**src/rtl/show_clk_gen.sv**
```systemverilog
// show_clk_gen: display scan clock, debounced manual/auto step clock and step counter
module show_clk_gen #(
  parameter int SCAN_DIV   = 50000,
  parameter int STEP_DIV   = 25000000,
  parameter int DEB_CYCLES = 500000
) (
  input  logic        clk,
  input  logic        rst_n,
  input  logic        btn_step,
  input  logic        run_mode,
  output logic        clk_r,
  output logic        clk_s,
  output logic [31:0] step_cnt,
  output logic        btn_level
);
  localparam int SW = $clog2(SCAN_DIV + 1);
  localparam int TW = $clog2(STEP_DIV + 1);
  localparam int DW = $clog2(DEB_CYCLES + 1);
  typedef enum logic [1:0] {IDLE, PRESS_WAIT, HELD, RELEASE_WAIT} deb_state_t;
  deb_state_t state, state_d;
  logic [DW-1:0] deb_cnt, deb_cnt_d;
  logic [SW-1:0] scan_cnt;
  logic [TW-1:0] step_ctr;
  logic btn_s1, btn_s2, mode_s1, mode_s2;
  logic mode_prev, gate, clk_s_d;
  logic scan_hit, step_hit, deb_hit, mode_chg;
  assign scan_hit = scan_cnt == SW'(SCAN_DIV - 1);
  assign step_hit = step_ctr == TW'(STEP_DIV - 1);
  assign deb_hit  = deb_cnt == DW'(DEB_CYCLES - 1);
  assign mode_chg = mode_s2 != mode_prev;
  // two-flop synchronizers for the button and the mode switch
  always_ff @(posedge clk or negedge rst_n)
    if (!rst_n) {btn_s2, btn_s1, mode_s2, mode_s1} <= '0;
    else {btn_s2, btn_s1, mode_s2, mode_s1} <= {btn_s1, btn_step, mode_s1, run_mode};
  // free-running scan divider, independent of mode
  always_ff @(posedge clk or negedge rst_n)
    if (!rst_n) begin
      scan_cnt <= '0;
      clk_r    <= 1'b0;
    end else begin
      scan_cnt <= scan_hit ? '0 : scan_cnt + 1'b1;
      clk_r    <= scan_hit ? ~clk_r : clk_r;
    end
  // debounce next state: a level change must be stable for DEB_CYCLES samples
  always_comb begin
    state_d   = state;
    deb_cnt_d = deb_cnt;
    case (state)
      IDLE:
        if (btn_s2) begin
          state_d   = PRESS_WAIT;
          deb_cnt_d = '0;
        end
      PRESS_WAIT:
        if (!btn_s2) state_d = IDLE;
        else if (deb_hit) state_d = HELD;
        else deb_cnt_d = deb_cnt + 1'b1;
      HELD:
        if (!btn_s2) begin
          state_d   = RELEASE_WAIT;
          deb_cnt_d = '0;
        end
      RELEASE_WAIT:
        if (btn_s2) state_d = HELD;
        else if (deb_hit) state_d = IDLE;
        else deb_cnt_d = deb_cnt + 1'b1;
      default: state_d = IDLE;
    endcase
  end
  // debounce state register; the LED level is registered from the current state
  always_ff @(posedge clk or negedge rst_n)
    if (!rst_n) begin
      state     <= IDLE;
      deb_cnt   <= '0;
      btn_level <= 1'b0;
    end else begin
      state     <= state_d;
      deb_cnt   <= deb_cnt_d;
      btn_level <= state == HELD || state == RELEASE_WAIT;
    end
  // step clock: a mode change forces clk_s low and closes the gate; the gate reopens
  // after one low cycle (auto) or once the button level is seen released (manual)
  always_ff @(posedge clk or negedge rst_n)
    if (!rst_n) begin
      mode_prev <= 1'b0;
      gate      <= 1'b0;
      clk_s     <= 1'b0;
      step_ctr  <= '0;
    end else if (mode_chg) begin
      mode_prev <= mode_s2;
      gate      <= 1'b0;
      clk_s     <= 1'b0;
      step_ctr  <= '0;
    end else if (!gate) begin
      gate  <= mode_prev | ~btn_level;
      clk_s <= 1'b0;
    end else if (mode_prev) begin
      step_ctr <= step_hit ? '0 : step_ctr + 1'b1;
      clk_s    <= step_hit ? ~clk_s : clk_s;
    end else begin
      clk_s <= btn_level;
    end
  // count clk_s rising edges, one cycle after each edge
  always_ff @(posedge clk or negedge rst_n)
    if (!rst_n) begin
      clk_s_d  <= 1'b0;
      step_cnt <= '0;
    end else begin
      clk_s_d  <= clk_s;
      step_cnt <= (clk_s & ~clk_s_d) ? step_cnt + 1'b1 : step_cnt;
    end
endmodule

```
**config.mk**
```make
export PLATFORM = sky130hd
export DESIGN_NAME = show_clk_gen
export DESIGN_NICKNAME = d
export VERILOG_FILES = /design/src/rtl/show_clk_gen.sv
export SDC_FILE = /design/constraint.sdc
export NUM_CORES = 1
export LEC_CHECK = 0
export CAP_MARGIN = 20
export CORE_ASPECT_RATIO = 0.7
export CORE_MARGIN = 3
export CORE_UTILIZATION = 44
export DETAILED_ROUTE_END_ITERATION = 7
export PLACE_DENSITY = 0.65
export SYNTH_ARGS = -nofsm -noshare
export SYNTH_HDL_FRONTEND = slang
export SYNTH_SLANG_ARGS = --single-unit
```
**constraint.sdc**
```tcl
create_clock -name clk -period 1.85 [get_ports clk]
set_clock_uncertainty 0.1 [all_clocks]
set_input_delay 0.2775 -clock clk [delete_from_list [all_inputs] [get_ports clk]]
set_output_delay 0.2775 -clock clk [all_outputs]
set_load 0.02 [all_outputs]
```
After elaboration in Yosys (flattened, before gate mapping)
Index checks and enable logic that the tools add are counted.
{ "word_totals": {"in_bits": 4, "reg_bits": 104, "elab_cells": 70} }
{ "op_classes": {"eq_ne": 14, "n_addsub": 4, "reduce_logical": 7, "muxes": 24, "n_bitwise": 6} }
{ "ops": {"columns": ["cell", "count"], "rows": [
  ["two-way mux 25 bit", 4],
  ["two-way mux 19 bit", 5],
  ["case mux 19 bit (4 select lines)", 1],
  ["adder 32 x 1 -> 32 bit, second input constant", 1],
  ["adder 25 x 1 -> 25 bit, second input constant", 1],
  ["equality test 25 bit, second input constant", 1],
  ["adder 19 x 1 -> 19 bit, second input constant", 1],
  ["equality test 19 bit, second input constant", 1],
  ["adder 16 x 1 -> 16 bit, second input constant", 1],
  ["equality test 16 bit, second input constant", 1],
  ["two-way mux 16 bit", 1],
  ["two-way mux 2 bit", 6],
  ["!= test 2 bit, second input constant", 4],
  ["case mux 2 bit (4 select lines)", 1],
  ["AND reduction 4 bit", 2],
  ["two-way mux 1 bit", 6],
  ["!= test 3 bit, second input constant", 2],
  ["equality test 2 bit, second input constant", 2],
  ["!= test 4 x 2 -> 1 bit, second input constant", 1],
  ["NOT 1 bit", 4],
  ["nonzero test 2 bit", 2],
  ["equality test 2 x 1 -> 1 bit, second input constant", 1],
  ["zero test 2 bit", 1],
  ["AND reduction 2 bit", 1],
  ["4 further kinds", 4]
]} }

Depth between registers and ports, before layout
Gate-level depths: netlist of the first run.
{ "logic_depth": {"depth_word": 5, "depth_mapped": 8, "mapped_depth_nobuf": 7} }

Least setup slack after synthesis of the first run
OpenSTA, ideal clock, no wires.
{ "synth_path": {"path_type": "register to register", "from": "register mode_prev", "to": "register step_ctr[24]", "path_buffers": 1, "arrival_ns": 1.816, "slack_ns": -0.184, "stages_incl_launch_ff": 9, "setup_ns": 0.119, "cell_sequence": "dfrtp_1 inv_1 ha_1 o21bai_1 or3_1 clkbuf_1 nor4_2 xnor2_1 nor2_1"} }
{ "synth_via": {"elab_chain_cells": 3} }
{ "synth_rtl": {"columns": ["item", "line_no", "source"], "rows": [
  ["start, declared", "25", "logic mode_prev, gate, clk_s_d;"],
  ["start signal, assigned", "90", "mode_prev <= mode_s2;"],
  ["!= test 1 bit (*)", "30", "assign mode_chg = mode_s2 != mode_prev;"],
  ["net mode_chg", "26", "logic scan_hit, step_hit, deb_hit, mode_chg;"],
  ["nonzero test 2 bit (no line)", null, null],
  ["AND reduction 2 bit (no line)", null, null],
  ["end signal, assigned", "98", "step_ctr <= step_hit ? '0 : step_ctr + 1'b1;"],
  ["end, declared", "23", "logic [TW-1:0] step_ctr;"]
]} }
Mark *: on every way through the listed nets, which the timed path passes. The rest lies on a longest branch.
A chain may end at the register's enable or synchronous reset.

Worst setup path in the final report of the first run
{ "layout_path": {"from": "register step_ctr[9]", "to": "register step_ctr[0]"} }
{ "layout_via": {"elab_chain_cells": 5} }
{ "layout_rtl": {"columns": ["item", "line_no", "source"], "rows": [
  ["equality test 25 bit", "28", "assign step_hit = step_ctr == TW'(STEP_DIV - 1);"],
  ["two-way mux 25 bit", "98", null],
  ["two-way mux 25 bit", "97", "end else if (mode_prev) begin"],
  ["two-way mux 25 bit", "94", "end else if (!gate) begin"],
  ["two-way mux 25 bit", "89", "end else if (mode_chg) begin"]
]} }
Every way passes these cells. The select of a mux whose other input is x is not followed.

==> impl_metrics.json, run 1 <==
{
  "worstReg2RegStart": "step_ctr[9]$_DFFE_PN0P_",
  "rsz0062_at_grt": "true",
  "synth_most_common_cell": "dfrtp_1",
  "cap_violations": 0,
  "slowest_delay_ns": 0.56,
  "drc": 0,
  "via_count": 3780,
  "yosys.area.top_type": "dfrtp_1",
  "cts_sinks": 104,
  "violations": "negative setup slack",
  "fin_area_sq_mm": 0.00636,
  "cts_buffers": 9,
  "die_area_sq_mm": 0.0125,
  "finalCriticalPeriod_ns": 1.89,
  "ys_ff_latch": 104,
  "setup_tns_ns": -0.128,
  "crit_path_top_delay_cell": "or4_4",
  "grtUsageMet2_pct": 26.2,
  "worstRegToRegCells": 6,
  "detail-route-antenna-nets": 0,
  "syn_avg_cell_area_sq_um": 10.2,
  "worstMarginPinSlew_ns": 0.444,
  "rows": 31,
  "synth_area_leaders": "dfrtp_1, xnor2_1, nor2_1",
  "grt_pass1_wl_microns": 17500,
  "total_leakage_power_uw": 0.00300,
  "final_cell_count_no_fill": 718,
  "hold_slack_ns": 0.255,
  "startpoint": "step_ctr[9]$_DFFE_PN0P_",
  "ys_warn_count": 0,
  "ir_drop_mv": 0.593,
  "cp_max_fo": 6,
  "gr-usage-met3_pct": 4.76,
  "chipWidth_microns": 132,
  "wl_microns": 10500,
  "cp.depth": 6,
  "use_met1_pct": 24.9,
  "finalMaxSlewViolations": 0,
  "syn-cell-area_sq_mm": 0.00490,
  "core-area_sq_mm": 0.0106,
  "finalCritPeriodShare_pct": 102,
  "clock_latency_ns": 0.35,
  "grtUsageTotal_pct": 17.4,
  "synth.distinct_cells": 50,
  "antenna_found_initial": 0,
  "htree_levels": 3,
  "rr_endpoint": "step_ctr[0]$_DFFE_PN0P_",
  "r2r_slack_ns": -0.04,
  "async_reset_ff_share_pct": 100,
  "crit_buf_inv": 1,
  "area_growth_pct": 29.7,
  "synthCells": 479,
  "placed_area_sq_mm": 0.00577,
  "endpoint": "step_ctr[0]$_DFFE_PN0P_",
  "cts.path.max_buffers": 2,
  "port_buffers": 38,
  "placed_cells": 698,
  "cp_top_family": "simple AND/OR/NAND/NOR gates",
  "start_util_pct": 46.3,
  "hp-start": "btn_s1$_DFF_PN0_",
  "required_ns": 1.99,
  "wire_per_inst_microns": 14.7,
  "clkSlewWorstSetupHoldPaths_ns": 0.07,
  "grt.busiest_layer": "met2",
  "via_per_inst": 5.26,
  "synth.yosys.seq_area_share_pct": 53.1,
  "drtIter0Drc": 212,
  "fin_ws_ns": -0.0411,
  "fill_cells": 887,
  "min_path_type": "reg -> reg",
  "place_hpwl_microns": 7400,
  "routabilityCongestion": 0.807,
  "arrival_ns": 2.03,
  "synth_fp_nets": 488,
  "finalHoldViolations": 0,
  "status": "finished, violations left",
  "die_h_microns": 94.3,
  "synth_edf_count": 0,
  "cp_cell_sequence": "or4_4, nor3_4, a41o_2, buf_6, nor3_2, a21o_1",
  "yosys.area.top_type_share_pct": 53.1,
  "fmax_mhz": 529,
  "cts_tree": "yes",
  "finalSetupViolCount": 7,
  "yosys_most_used_dff": "dfrtp_1",
  "diodes": 0,
  "pre_cts_ws_ns": -0.0918,
  "end_kind": "flip-flop",
  "grt_max_degree": 44,
  "root_buffer": "clkbuf_16",
  "drive_gt1_share_pct": 18.9,
  "grt_pass1_vias": 3612,
  "critical_path.startpoint_type": "flip-flop",
  "relSlewSlack_pct": 70.4,
  "power_density_mw_per_mm2": 910,
  "worstSetupPathType": "reg -> reg",
  "nets": 575,
  "gr-total-overflow": 0,
  "ios": 39,
  "min_path_cells": 0,
  "synth_common_cells": "dfrtp_1, nor2_1, xnor2_1, nand2_1, nand3_1",
  "dr.pass1.iters": 4
}
[worst min-delay path by stage]
stage	slack, ns	to
global placement	0.16	scan_cnt[7]$_DFF_PN0_
CTS	0.26	btn_s2$_DFF_PN0_
floorplan	-0.12	async pin
global route	0.27	btn_s2$_DFF_PN0_
finish	0.26	btn_s2$_DFF_PN0_
detailed placement	0.15	scan_cnt[5]$_DFF_PN0_
[flip-flops by register name, indices dropped and copies added (netlist names), named ones only]
signal and count:
btn_level 1, btn_s1 1, btn_s2 1, clk_r 1, clk_s 1, clk_s_d 1
deb_cnt 19, gate 1, mode_prev 1, mode_s1 1, mode_s2 1, scan_cnt 16
state 1, step_cnt 32, step_ctr 25
[worst register-to-register path: stages (launching register included)]
cell and delay [ns]:
dfrtp_1 0.38, or4_4 0.56, nor3_4 0.19, a41o_2 0.24, buf_6 0.13, nor3_2 0.04, a21o_1 0.15
[timing repair]
item / CTS / global route
buffers inserted: 0 / 3
cloned: 0 / 1
pin swaps: 0 / 24
setup endpoints to repair: 10 / 53
hold endpoints to repair: 29 / 0
gates resized for setup: 6 / 49
hold buffers: 1 / 0
[cell families (layout without fill, tap and decap cells)]
kind of cell    count (synthesis)  in the layout  share of synthesized area [%]
xor+xnor                       76             76                           13.6
mux                             5              5                           1.07
simple gates                  236            237                           24.5
buf+inv                        21            111                           2.14
compound gates                 32             32                           4.29
fa+ha+maj                       5              5                           1.28
flops                         104            104                           53.1
[routing by layer]
layer / wire length (microns) / share of wire [%]
met2: 4750 / 45
met5: 0 / 0
met3: 450 / 4.3
met1: 5240 / 50
met4: 93 / 0.88
[layout by cell type (no fill, tap or decap), types with 4 or more instances in the layout]
cell type and n:
a21oi_1 7, and3_1 12, and4_1 7, buf_4 46, clkbuf_16 9, clkdlybuf4s50_1 25, dfrtp_1 103, dlymetal6s2s_1 10
ha_1 4, inv_1 7, nand2_1 44, nand3_1 31, nand4_1 26, nor2_1 58, nor2_2 10, nor3_1 7
nor3_4 5, nor4_1 5, o21ai_0 8, xnor2_1 46, xor2_1 29
[final cells by class]
class / count / area [sq um] / share of cell area, %
clock buffers: 10 / 229 / 3.60
clock inverters: 5 / 106 / 1.67
inverters: 9 / 33.8 / 0.531
multi-input cells: 355 / 2400 / 37.8
flip-flops and latches: 104 / 2600 / 40.9
well taps: 148 / 185 / 2.91
repair buffers: 87 / 800 / 12.6
[through the flow]
step / utilization, % / total power [uW]
5_1_grt: 60.0 / 6040
3_5_place_dp: 54.5 / 3580
6_report: 60.0 / 5780
2_1_floorplan: - / 3130
3_3_place_gp: 54.5 / 3560
4_1_cts: 58.0 / 5740
[power by group]
group	leakage [uW]	internal, uW	switching, uW
clock network	0.000159	1320	821
logic	0.00143	483	658
registers	0.00141	2390	113
Note: power is estimated with default switching activity, not from simulation.
==> run 2: changes to the inputs <==
--- a/config.mk
+++ b/config.mk
@@ -5,7 +5,7 @@
 export SDC_FILE = /design/constraint.sdc
 export NUM_CORES = 1
 export LEC_CHECK = 0
-export CAP_MARGIN = 20
+export CAP_MARGIN = 40
 export CORE_ASPECT_RATIO = 0.7
 export CORE_MARGIN = 3
 export CORE_UTILIZATION = 44
==> results of run 2 <==
The final DEF is identical to that of run 1; final timing and power are the same.
